$ cat config.mk
export PLATFORM = sky130hd
export DESIGN_NAME = fetch_ctrl_flat
export DESIGN_NICKNAME = d
export VERILOG_FILES = /design/src/rtl/fetch_pkg.sv /design/src/rtl/fetch_ctrl_if.sv /design/src/rtl/fetch_ctrl.sv /design/src/flat_wrapper.sv
export SDC_FILE = /design/constraint.sdc
export NUM_CORES = 1
export LEC_CHECK = 0
export CAP_MARGIN = 20
export CORE_AREA = 2 2 109 216
export CTS_CLUSTER_DIAMETER = 200
export DETAILED_ROUTE_END_ITERATION = 8
export DIE_AREA = 0 0 111 218
export PLACE_DENSITY = 0.56
export SYNTH_ARGS = -nofsm -noshare
export SYNTH_HDL_FRONTEND = slang
export SYNTH_SLANG_ARGS = --single-unit
$ cat constraint.sdc
create_clock -name clk -period 4.26 [get_ports clk]
set_clock_uncertainty 0.15 [all_clocks]
set_input_delay 1.278 -clock clk [delete_from_list [all_inputs] [get_ports clk]]
set_output_delay 1.278 -clock clk [all_outputs]
set_load 0.02 [all_outputs]
$ cat src/rtl/fetch_pkg.sv
// Shared constants and state type for the IF-stage fetch controller.
package fetch_pkg;

    localparam int unsigned XLEN = 32;
    localparam logic [XLEN-1:0] NOP_INSTR = 32'h0000_0013;   // addi x0,x0,0
    localparam logic [XLEN-1:0] PC_INCR = 32'd4;

    typedef enum logic [2:0] {
        IDLE,
        REQ,
        WAIT,
        HOLD,
        DROP
    } fetch_state_e;

endpackage

$ cat src/rtl/fetch_ctrl_if.sv
// PC register, redirect, hazard, imem and IF/ID signals of the fetch controller.
interface fetch_ctrl_if;
    import fetch_pkg::*;

    logic [XLEN-1:0] pc;
    logic [XLEN-1:0] pc_next;
    logic            pc_stall;
    logic            redirect_valid;
    logic [XLEN-1:0] redirect_target;
    logic            dec_stall;
    logic            imem_req;
    logic [XLEN-1:0] imem_addr;
    logic            imem_gnt;
    logic            imem_rvalid;
    logic [XLEN-1:0] imem_rdata;
    logic            if_valid;
    logic [XLEN-1:0] if_instr;
    logic [XLEN-1:0] if_pc;

    // Fetch controller side.
    modport master (
        input  pc, redirect_valid, redirect_target, dec_stall,
               imem_gnt, imem_rvalid, imem_rdata,
        output pc_next, pc_stall, imem_req, imem_addr, if_valid, if_instr, if_pc
    );

    // Surrounding pipeline / memory side.
    modport slave (
        output pc, redirect_valid, redirect_target, dec_stall,
               imem_gnt, imem_rvalid, imem_rdata,
        input  pc_next, pc_stall, imem_req, imem_addr, if_valid, if_instr, if_pc
    );

endinterface

$ cat src/rtl/fetch_ctrl.sv
// IF-stage fetch controller: one outstanding imem request, a one-entry skid
// register for back-pressure, and flush/discard of in-flight fetches on redirect.
module fetch_ctrl
    import fetch_pkg::*;
(
    input  logic         clk,
    input  logic         reset,
    fetch_ctrl_if.master bus
);

    fetch_state_e    r_state;
    fetch_state_e    w_state_next;
    logic [XLEN-1:0] r_req_pc;
    logic [XLEN-1:0] r_skid;
    logic            r_if_valid;
    logic [XLEN-1:0] r_if_instr;
    logic [XLEN-1:0] r_if_pc;

    logic            w_imem_req;
    logic            w_slot_free;
    logic            w_load;
    logic [XLEN-1:0] w_load_data;
    logic            w_skid_load;
    logic            w_req_pc_load;
    logic [XLEN-1:0] w_pc_next;
    logic            w_pc_stall;

    assign w_slot_free = !r_if_valid || !bus.dec_stall;

    // Next-PC select: redirect beats sequential advance, which needs a grant.
    always_comb begin
        w_pc_next  = bus.pc;
        w_pc_stall = 1'b1;
        if (bus.redirect_valid) begin
            w_pc_next  = bus.redirect_target;
            w_pc_stall = 1'b0;
        end else if (w_imem_req && bus.imem_gnt) begin
            w_pc_next  = bus.pc + PC_INCR;
            w_pc_stall = 1'b0;
        end
    end

    // Handshake FSM: next state, request strobe and IF/ID load decisions.
    always_comb begin
        w_state_next  = r_state;
        w_imem_req    = 1'b0;
        w_load        = 1'b0;
        w_load_data   = r_skid;
        w_skid_load   = 1'b0;
        w_req_pc_load = 1'b0;
        unique case (r_state)
            IDLE: w_state_next = REQ;
            REQ: begin
                w_imem_req = 1'b1;
                if (bus.imem_gnt) begin
                    if (bus.redirect_valid) begin
                        w_state_next = DROP;   // stale fetch already in flight
                    end else begin
                        w_req_pc_load = 1'b1;
                        w_state_next  = WAIT;
                    end
                end
            end
            WAIT: begin
                if (bus.redirect_valid) begin
                    w_state_next = bus.imem_rvalid ? REQ : DROP;
                end else if (bus.imem_rvalid) begin
                    if (w_slot_free) begin
                        w_load       = 1'b1;
                        w_load_data  = bus.imem_rdata;
                        w_state_next = REQ;
                    end else begin
                        w_skid_load  = 1'b1;
                        w_state_next = HOLD;
                    end
                end
            end
            HOLD: begin
                if (bus.redirect_valid) begin
                    w_state_next = REQ;
                end else if (!bus.dec_stall) begin
                    w_load       = 1'b1;
                    w_state_next = REQ;
                end
            end
            DROP: begin
                if (bus.imem_rvalid) begin
                    w_state_next = REQ;
                end
            end
            default: w_state_next = IDLE;
        endcase
    end

    // State register.
    always_ff @(posedge clk) begin
        if (reset) begin
            r_state <= IDLE;
        end else begin
            r_state <= w_state_next;
        end
    end

    // Address of the in-flight fetch and the skid entry.
    always_ff @(posedge clk) begin
        if (reset) begin
            r_req_pc <= '0;
            r_skid   <= '0;
        end else begin
            if (w_req_pc_load) begin
                r_req_pc <= bus.pc;
            end
            if (w_skid_load) begin
                r_skid <= bus.imem_rdata;
            end
        end
    end

    // IF/ID output slot; a redirect flushes it ahead of any load or stall.
    always_ff @(posedge clk) begin
        if (reset) begin
            r_if_valid <= 1'b0;
            r_if_instr <= NOP_INSTR;
            r_if_pc    <= '0;
        end else if (bus.redirect_valid) begin
            r_if_valid <= 1'b0;
            r_if_instr <= NOP_INSTR;
        end else if (w_load) begin
            r_if_valid <= 1'b1;
            r_if_instr <= w_load_data;
            r_if_pc    <= r_req_pc;
        end else if (r_if_valid && !bus.dec_stall) begin
            r_if_valid <= 1'b0;
        end
    end

    assign bus.imem_req  = w_imem_req;
    assign bus.imem_addr = bus.pc;
    assign bus.pc_next   = w_pc_next;
    assign bus.pc_stall  = w_pc_stall;
    assign bus.if_valid  = r_if_valid;
    assign bus.if_instr  = r_if_instr;
    assign bus.if_pc     = r_if_pc;

endmodule

$ cat src/flat_wrapper.sv
// flat-port wrapper written by rule: the top's interface ports become plain ports
module fetch_ctrl_flat import fetch_pkg::*;
  (clk, reset, bus_pc, bus_redirect_valid, bus_redirect_target, bus_dec_stall, bus_imem_gnt, bus_imem_rvalid, bus_imem_rdata, bus_pc_next, bus_pc_stall, bus_imem_req, bus_imem_addr, bus_if_valid, bus_if_instr, bus_if_pc);
  fetch_ctrl_if bus_i ();
  input  logic clk;
  input  logic reset;
  input wire logic [$bits(bus_i.pc)-1:0] bus_pc;
  input wire logic [$bits(bus_i.redirect_valid)-1:0] bus_redirect_valid;
  input wire logic [$bits(bus_i.redirect_target)-1:0] bus_redirect_target;
  input wire logic [$bits(bus_i.dec_stall)-1:0] bus_dec_stall;
  input wire logic [$bits(bus_i.imem_gnt)-1:0] bus_imem_gnt;
  input wire logic [$bits(bus_i.imem_rvalid)-1:0] bus_imem_rvalid;
  input wire logic [$bits(bus_i.imem_rdata)-1:0] bus_imem_rdata;
  output wire logic [$bits(bus_i.pc_next)-1:0] bus_pc_next;
  output wire logic [$bits(bus_i.pc_stall)-1:0] bus_pc_stall;
  output wire logic [$bits(bus_i.imem_req)-1:0] bus_imem_req;
  output wire logic [$bits(bus_i.imem_addr)-1:0] bus_imem_addr;
  output wire logic [$bits(bus_i.if_valid)-1:0] bus_if_valid;
  output wire logic [$bits(bus_i.if_instr)-1:0] bus_if_instr;
  output wire logic [$bits(bus_i.if_pc)-1:0] bus_if_pc;
  assign bus_i.pc = bus_pc;
  assign bus_i.redirect_valid = bus_redirect_valid;
  assign bus_i.redirect_target = bus_redirect_target;
  assign bus_i.dec_stall = bus_dec_stall;
  assign bus_i.imem_gnt = bus_imem_gnt;
  assign bus_i.imem_rvalid = bus_imem_rvalid;
  assign bus_i.imem_rdata = bus_imem_rdata;
  assign bus_pc_next = bus_i.pc_next;
  assign bus_pc_stall = bus_i.pc_stall;
  assign bus_imem_req = bus_i.imem_req;
  assign bus_imem_addr = bus_i.imem_addr;
  assign bus_if_valid = bus_i.if_valid;
  assign bus_if_instr = bus_i.if_instr;
  assign bus_if_pc = bus_i.if_pc;
  fetch_ctrl u_core (.clk(clk), .reset(reset), .bus(bus_i));
endmodule
==> results of run 1 <==
==> through the flow <==
stage / instances / power [mW] / setup TNS (ps) / setup WS [ps]
after floorplan: 859 / 1.60 / -243 / -99.7
after global placement: 1361 / 1.95 / -29630 / -1230
after detailed placement: 1361 / 1.96 / -30070 / -1250
after CTS: 1404 / 3.38 / -3350 / -296
after global routing: 1407 / 3.49 / -4520 / -316
final: 1407 / 3.35 / -3740 / -303
==> cell usage after synthesis, types with 13 or more instances <==
master and number:
a31oi_1 15, nand2_1 187, or4_1 20, a21oi_1 129
nor2_1 23, o21ai_0 48, nand3_1 80, buf_4 32
a311oi_1 29, dfxtp_1 132, clkbuf_1 67, o31ai_1 13
==> report_power, final <==
| group | internal, mW | total [mW] | switching, mW |
|---|---|---|---|
| Combinational | 0.299 | 0.669 | 0.370 |
| Clock | 0.816 | 1.42 | 0.602 |
| Sequential | 1.26 | 1.27 | 0.0118 |
| Total | 2.37 | 3.35 | 0.985 |
==> layout make-up <==
| class | instances | area (um^2) | area share (%) |
|---|---|---|---|
| tap | 280 | 350 | 3.32 |
| sequential | 132 | 2640 | 25.0 |
| multi-input combinational | 610 | 3660 | 34.6 |
| inverter | 6 | 23.8 | 0.225 |
| antenna | 2 | 5.00 | 0.0474 |
| timing repair buffer | 345 | 3310 | 31.3 |
| clock inverter | 15 | 146 | 1.39 |
| clock buffer | 17 | 425 | 4.03 |
==> what timing repair did <==
action                     4_1_cts  5_1_grt
resized for setup              231       33
pin swaps                       22       14
setup buffers                    8        1
gates cloned                     3        0
setup endpoints to repair       33       22
==> registers in the layout, indices dropped and copies added (netlist names) <==
signal / flops
u_core.bus.if_instr: 32
u_core.bus.if_pc: 32
u_core.bus.if_valid: 1
u_core.r_req_pc: 32
u_core.r_skid: 32
u_core.r_state: 3
==> layer usage <==
layer | vias to the layer above | wire, um
li1 | 3528 | -
met1 | 3409 | 9380
met2 | 271 | 14400
met3 | 52 | 1360
met4 | 0 | 1350
met5 | - | 0
==> worst paths after layout <==
check	from	cells after the start	endpoint
setup reg to reg	u_core.r_state[1]	7	u_core.bus.if_instr[9]
setup / recovery	bus_pc[3]	8	bus_pc_next[22]
hold reg to reg	u_core.r_skid[4]	2	u_core.r_skid[4]
hold / removal	u_core.r_skid[4]	2	u_core.r_skid[4]
==> placed cells by master (no fill, tap or decap), drive strengths merged, types with 8 or more instances in the layout <==
cell type,synthesis,layout
buf,44,146
o31ai,13,13
nand3,80,80
clkdlybuf4s50,0,178
o21ai,48,48
or4,21,21
a311oi,29,29
o211ai,8,8
nand2,187,187
a31oi,15,15
a21oi,129,129
inv,6,11
clkbuf,67,17
dfxtp,132,132
dlygate4sd2,0,13
nor2,23,23
==> logic make-up (layout without fill, tap and decap cells) <==
kind of cell    count (synthesis)  count (layout)  synth area share [%]
buf+inv                       117             383                  8.97
compound gates                250             250                  22.7
fa+ha+maj                       1               1                 0.194
mux                             6               6                 0.973
other cells                     0               2                     0
xor+xnor                        8               8                  1.09
flops                         132             132                  41.1
simple gates                  345             345                  25.0
==> worst max-delay path, cell delays in order <==
cell and delay (ps):
buf_8 80, ha_4 130, nand2_2 50, or4_4 600, buf_6 180, or4_4 490
a31oi_4 190, buf_6 130
==> flow_summary.json, run 1 <==
{
  "status": "complete, but fails checks",
  "violations": "setup timing",
  "place_area_um2": 9590,
  "dr.pass1.iters": 5,
  "rows": 78,
  "io_buffers": 232,
  "layout-drive-gt1-share_pct": 22.0,
  "grt_max_degree": 68,
  "ys_seq_area_share_pct": 41.1,
  "period_minus_slack_ps": 4560,
  "routed_wl_um": 26500,
  "finalSetupViolCount": 21,
  "cts_tree": "yes",
  "hp-class": "reg -> reg",
  "peakVddDrop_v": 0.000250,
  "htree_num_levels": 4,
  "mappedNetlistNets": 962,
  "final_nets": 1215,
  "synth_cell_types": 46,
  "path_clk_slew_ps": 60,
  "vias": 7260,
  "busiest_layer": "met2",
  "cap_violations": 0,
  "yosysTopAreaCell": "dfxtp_1",
  "synth_edf_count": 0,
  "use_met2_pct": 40.8,
  "grt-ovfl-total": 0,
  "cts-buffers-inserted": 17,
  "synth_area_leaders": "dfxtp_1 (41%), nand2_1 (11%), a21oi_1 (10%)",
  "wl_per_cell_um": 18.8,
  "drt_iter0_drc": 308,
  "hold_viol": 0,
  "critPathLaunchType": "primary input",
  "worstSetupPathType": "in -> out",
  "syn_area_um2": 6430,
  "grt_pass1_vias": 7276,
  "slew_headroom_pct": 48.7,
  "die_h_um": 218,
  "place_hpwl_um": 18400,
  "final_cell_area_um2": 10600,
  "cts_max_path_buffers": 2,
  "met1_usage_pct": 21.2,
  "tightestPinTransition_ps": 769,
  "viasPerCell": 5.16,
  "drc": 0,
  "worstPathMaxFanout": 7,
  "area_growth_pct": 64.1,
  "place.gp.congestion": 0.822,
  "cts_hold_buf": 0,
  "r2r_slack_ps": 1850,
  "io_pins": 233,
  "track_usage_pct": 21.5,
  "antenna_found_initial": 2,
  "synth-main-ff-cell": "dfxtp_1",
  "die_area_um2": 24200,
  "numClockSinks": 132,
  "slew_viol_final": 0,
  "clockRootBuffer": "clkbuf_16",
  "clk_latency_ps": 420,
  "core_um2": 22500,
  "power_density_nw_per_um2": 318,
  "fin_util_pct": 46.8,
  "fin_hold_ws_ps": 304,
  "initial_core_util_pct": 28.5,
  "postRouteAntennaNets": 0,
  "async_reset_ff_share_pct": 0,
  "die_w_um": 111,
  "worstPathRequired_ps": 2830,
  "synth_area_per_cell_um2": 7.49,
  "critPathCaptureType": "primary output",
  "rsz0062_at_grt": "yes",
  "fin_ws_ps": -303,
  "ys_seq_elements": 132,
  "grt_pass1_wl_um": 40600,
  "grt_use_met3_pct": 4.11,
  "cp_data_arrival_time_ps": 3130,
  "p_leak_nw": 3.63,
  "syn_inst": 859,
  "max_clock_freq_ghz": 0.219,
  "fillers": 2240,
  "finalCritPeriodShare_pct": 107,
  "ys_warn_count": 0,
  "synth_top_area_share_pct": 41.1
}
Power figures use the tool's default switching activity.
==> run 2: changes to the inputs <==
SKIP_LAST_GASP = 1   (was unset)
==> run 2 against run 1 <==
- the flow still finishes with violations (setup timing)
- clock power hardly changed
- cell count hardly changed
- worst setup slack worse by 28 ps
- die area stayed put
- via count is 0.59% lower
- combinational power is 2% lower
==> flow_summary.json, run 2 (synthesis gave the netlist of run 1 again) <==
{
  "status": "complete, but fails checks",
  "violations": "setup timing",
  "most-common-layout-cells": "nand2_1 (185), clkdlybuf4s50_1 (177), dfxtp_1 (132)",
  "grt_max_degree": 68,
  "worstSetupEndpoint": "bus_pc_next[22]",
  "area_growth_pct": 61.2,
  "finalSetupViolCount": 21,
  "period_minus_slack_ps": 4590,
  "die_h_um": 218,
  "critPathLaunchType": "primary input",
  "place.gp.congestion": 0.822,
  "cts_max_path_buffers": 2,
  "worstSetupPathType": "in -> out",
  "hold_viol": 0,
  "rsz0062_at_grt": "yes",
  "seqCellArea_um2": 2640,
  "finalSetupTns_ps": -4150,
  "grt_pass1_vias": 7229,
  "clockRootBuffer": "clkbuf_16",
  "track_usage_pct": 21.4,
  "viasPerCell": 5.13,
  "tightestPinTransition_ps": 757,
  "io_pins": 233,
  "fillers": 2260,
  "final_common_cell": "nand2_1",
  "multiInputGateArea_um2": 3560,
  "cts-buffers-inserted": 17,
  "slew_headroom_pct": 49.5,
  "htree_num_levels": 4,
  "cp_data_arrival_time_ps": 3160,
  "drt_iter0_drc": 280,
  "dr.pass1.iters": 5,
  "layout-drive-gt1-share_pct": 21.3,
  "fin_ws_ps": -331,
  "io_buffers": 232,
  "initial_core_util_pct": 28.5,
  "path_clk_slew_ps": 60,
  "final_nets": 1214,
  "power_density_nw_per_um2": 322,
  "vias": 7217,
  "antenna_found_initial": 2,
  "critPathCaptureType": "primary output",
  "max_clock_freq_ghz": 0.218,
  "wl_per_cell_um": 18.8,
  "r2r-end": "u_core.bus.if_instr[9]",
  "r2r_slack_ps": 1860,
  "p_leak_nw": 3.57,
  "fin_util_pct": 46.0,
  "grt_pass1_wl_um": 40400,
  "grt-ovfl-total": 0,
  "worstPathMaxFanout": 7,
  "peakVddDrop_v": 0.000249,
  "hp-class": "reg -> reg",
  "die_w_um": 111,
  "fin_hold_ws_ps": 304,
  "drc": 0,
  "clk_latency_ps": 420,
  "numClockSinks": 132,
  "cts_hold_buf": 0,
  "r2r_start": "u_core.r_state[1]",
  "place_hpwl_um": 18400,
  "cap_violations": 0,
  "rows": 78,
  "cts_tree": "yes",
  "slew_viol_final": 0,
  "die_area_um2": 24200,
  "r2r_cells": 7,
  "worstPathRequired_ps": 2830,
  "critPathLaunch": "bus_pc[2]",
  "postRouteAntennaNets": 0,
  "routed_wl_um": 26400,
  "finalCritPeriodShare_pct": 108,
  "core_um2": 22500
}
[run 2: changes by cell type in the layout (fill, tap and decap cells not counted), sizes merged]
cell | previous run | this run
clkdlybuf4s15 | 7 | 2
clkdlybuf4s50 | 178 | 177
clkbuf | 17 | 23
dlymetal6s2s | 1 | 3
buf | 146 | 144
dlygate4sd2 | 13 | 12
[run 2: worst min-delay path by stage]
stage | startpoint | slack [ps] | endpoint | depth (start not counted)
6_report | u_core.r_skid[4] | 300 | u_core.r_skid[4] | 2
4_1_cts | u_core.r_skid[9] | 310 | u_core.r_skid[9] | 2
5_1_grt | u_core.r_req_pc[30] | 320 | u_core.r_req_pc[30] | 2
2_1_floorplan | u_core.r_skid[0] | 290 | u_core.r_skid[0] | 2
3_5_place_dp | u_core.r_skid[14] | 300 | u_core.r_skid[14] | 2
3_3_place_gp | u_core.r_skid[1] | 290 | u_core.r_skid[1] | 2
[run 2: power breakdown]
group | switching [mW] | internal (mW) | total [mW]
sequential | 0.0118 | 1.26 | 1.27
combinational | 0.366 | 0.289 | 0.655
clock | 0.602 | 0.816 | 1.42
[run 2: what timing repair did]
| item | in CTS | in global routing |
|---|---|---|
| pin swaps | 19 | 17 |
| resized for setup | 199 | 38 |
| gates cloned | 3 | 0 |
| setup endpoints to repair | 33 | 22 |
| buffers inserted | 8 | 1 |
[run 2: through the flow]
step / cell area, um^2 / power (mW) / setup WS (ps) / std cells
floorplan: 6620 / 1.60 / -99.7 / 859
global placement: 9590 / 1.95 / -1230 / 1361
detailed placement: 9590 / 1.96 / -1250 / 1361
CTS: 10300 / 3.38 / -296 / 1404
global route: 10400 / 3.47 / -350 / 1406
finish: 10400 / 3.34 / -331 / 1406
[run 2: critical path, stage by stage]
cell and delay (ps):
buf_8 80, ha_4 130, nand2_2 50, or4_4 620
buf_6 180, or4_4 490, a31oi_4 190, buf_6 130
[run 2: cell type report]
| class | instances | area share (%) |
|---|---|---|
| Multi-Input combinational cell | 610 | 34.4 |
| Inverter | 6 | 0.229 |
| Antenna cell | 2 | 0.0483 |
| Tap cell | 280 | 3.38 |
| Clock inverter | 15 | 1.41 |
| Clock buffer | 17 | 4.10 |
| Timing Repair Buffer | 344 | 31.0 |
| Sequential cell | 132 | 25.5 |
[run 2: per-layer routing]
metal	GRT usage [%]	vias up	wire [um]
met3	4.11	38	1330
met1	21.2	3388	9410
met2	41.0	264	14500
met4	12.2	0	1140
met5	0	-	0
li1	-	3527	-
==> run 3: changes to the inputs <==
CORE_AREA = 2 2 214 111   (was 2 2 109 216)
DIE_AREA = 0 0 216 113   (was 0 0 111 218)
==> run 3 against run 2 <==
- cell count increased by 2.6%
- largest power group unchanged
- sequential share of layout area decreased by 0.60 points
- the flow still finishes with violations (setup timing)
- worst setup slack got worse by 65 ps
- hold slack about the same
- largest cell class unchanged
==> flow_summary.json, run 3 (synthesis gave the netlist of run 1 again) <==
{
  "cts_max_path_buffers": 2,
  "period_minus_slack_ps": 4660,
  "slew_viol_final": 0,
  "cts_tree": "yes",
  "fin_cells": 1443,
  "p_leak_nw": 3.64,
  "max_clock_freq_ghz": 0.215,
  "critical_path.cell_chain": "buf_6, nand4_1, buf_6, or4_4, buf_8, or4_4, a31oi_4, buf_6",
  "vias": 7380,
  "cts_hold_buf": 0,
  "worstPathRequired_ps": 2830,
  "most-common-layout-cells": "nand2_1 (184), clkdlybuf4s50_1 (176), dfxtp_1 (132)",
  "grt-ovfl-total": 0,
  "area_growth_pct": 65.0,
  "postRouteAntennaNets": 0,
  "io_buffers": 232,
  "slew_headroom_pct": 71.5,
  "die_h_um": 113,
  "place_hpwl_um": 17100,
  "track_usage_pct": 20.4,
  "tightestPinTransition_ps": 427,
  "io_pins": 233,
  "dp_cells": 1384,
  "finalSetupTns_ps": -6000,
  "drc": 0,
  "crit_slowest_cell": "or4_4",
  "layout-drive-gt1-share_pct": 23.2,
  "hold_viol": 0,
  "worstPathMaxFanout": 8,
  "final_nets": 1226,
  "die_w_um": 216,
  "grt_pass1_vias": 6932,
  "worstSetupPathType": "in -> out",
  "rsz0062_at_grt": "yes",
  "critPathCaptureType": "primary output",
  "p_clk_share_pct": 42.4,
  "numClockSinks": 132,
  "power_density_nw_per_um2": 317,
  "cp_num_buf_inv": 4,
  "finalSetupViolCount": 22,
  "post-place-ws_ps": -1300,
  "final_common_cell": "nand2_1",
  "die_area_um2": 24400,
  "peakVddDrop_v": 0.000227,
  "path_clk_slew_ps": 60,
  "wl_per_cell_um": 17.6,
  "initial_core_util_pct": 28.7,
  "place.gp.congestion": 0.838,
  "cap_violations": 0,
  "clockRootBuffer": "clkbuf_16",
  "power_mw": 3.37,
  "grt_max_degree": 39,
  "p_sw_uw": 984,
  "critPathTopFamily": "simple AND/OR/NAND/NOR gates",
  "grt_pass1_wl_um": 39300,
  "crit_path_frequent_cell": "buf_6",
  "pwr-share-seq_pct": 37.6,
  "viasPerCell": 5.11,
  "slowest_delay_ps": 590,
  "core_um2": 22400,
  "cp_data_arrival_time_ps": 3230,
  "violations": "setup timing",
  "fin_ws_ps": -396,
  "dr.pass1.iters": 4,
  "finalCritPeriodShare_pct": 109,
  "cts-buffers-inserted": 17,
  "swShare_pct": 29.2,
  "critPathLaunchType": "primary input",
  "drt_iter0_drc": 537,
  "p_int_mw": 2.38,
  "status": "complete, but fails checks",
  "antenna_found_initial": 0,
  "power_frac_comb_pct": 20.0,
  "routed_wl_um": 25400,
  "hp-class": "reg -> reg",
  "num_antenna_cells": 0,
  "rows": 39,
  "htree_num_levels": 4,
  "clk_latency_ps": 420
}
[run 3: changes by cell type in the layout (fill, tap and decap cells not counted), sizes merged, moves of 4 or more]
cell / delta
dlygate4sd2: +7
buf: +12
inv: -4
clkinv: +4
[run 3: power groups by stage]
stage          registers, mW  clock network (mW)  logic (mW)
3_5_place_dp            1.29                   0       0.643
5_1_grt                 1.27                1.51       0.721
4_1_cts                 1.27                1.46       0.648
6_report                1.27                1.43       0.673
2_1_floorplan           1.30                   0       0.306
3_3_place_gp            1.29                   0       0.642
[run 3: through the flow]
stage          utilization [%]  hold WS (ps)  instance area, um^2
6_report                  47.3           305                10600
5_1_grt                   47.3           322                10600
4_1_cts                   46.0           304                10300
3_5_place_dp              42.6           297                 9550
3_3_place_gp              42.6           291                 9550
2_1_floorplan                -           286                 6620
[run 3: worst reg2reg max path, delay by kind of cell (launching register included)]
family / cells / cell delay (ps)
and+or+nand+nor: 3 / 990
buffers and inverters: 3 / 660
DFF: 1 / 340
AOI/OAI and AO/OA: 1 / 70
[run 3: worst paths after layout]
| check | start | depth (start not counted) | slack (ps) | to |
|---|---|---|---|---|
| worst max-delay path | bus_pc[5] | 8 | -400 | bus_pc_next[27] |
| worst min-delay path | u_core.r_skid[0] | 2 | 300 | u_core.r_skid[0] |
| worst max register to register | u_core.r_state[1] | 7 | 1910 | u_core.r_skid[4] |
| worst min register to register | u_core.r_skid[0] | 2 | 300 | u_core.r_skid[0] |
[run 3: timing repair]
action                                  CTS  global route
resized for setup                       214            65
pin swaps                                22            22
setup buffers                            19             4
cloned                                    3             1
endpoints found under the setup margin   31            26
[run 3: routing by layer]
layer  vias up  wire (um)  track usage [%]
met2       254      10300             29.1
li1       3564          -                -
met4         0        255             4.43
met5         -          0                0
met3        20       1800             4.89
met1      3542      13000             30.9
[run 3: final cells by class]
cell class	count	area [um^2]
Inverter	6	22.5
Multi-Input combinational cell	611	3710
Sequential cell	132	2640
Clock inverter	14	129
Fill cell	2269	11800
Tap cell	307	384
Timing Repair Buffer	355	3290
Clock buffer	18	439
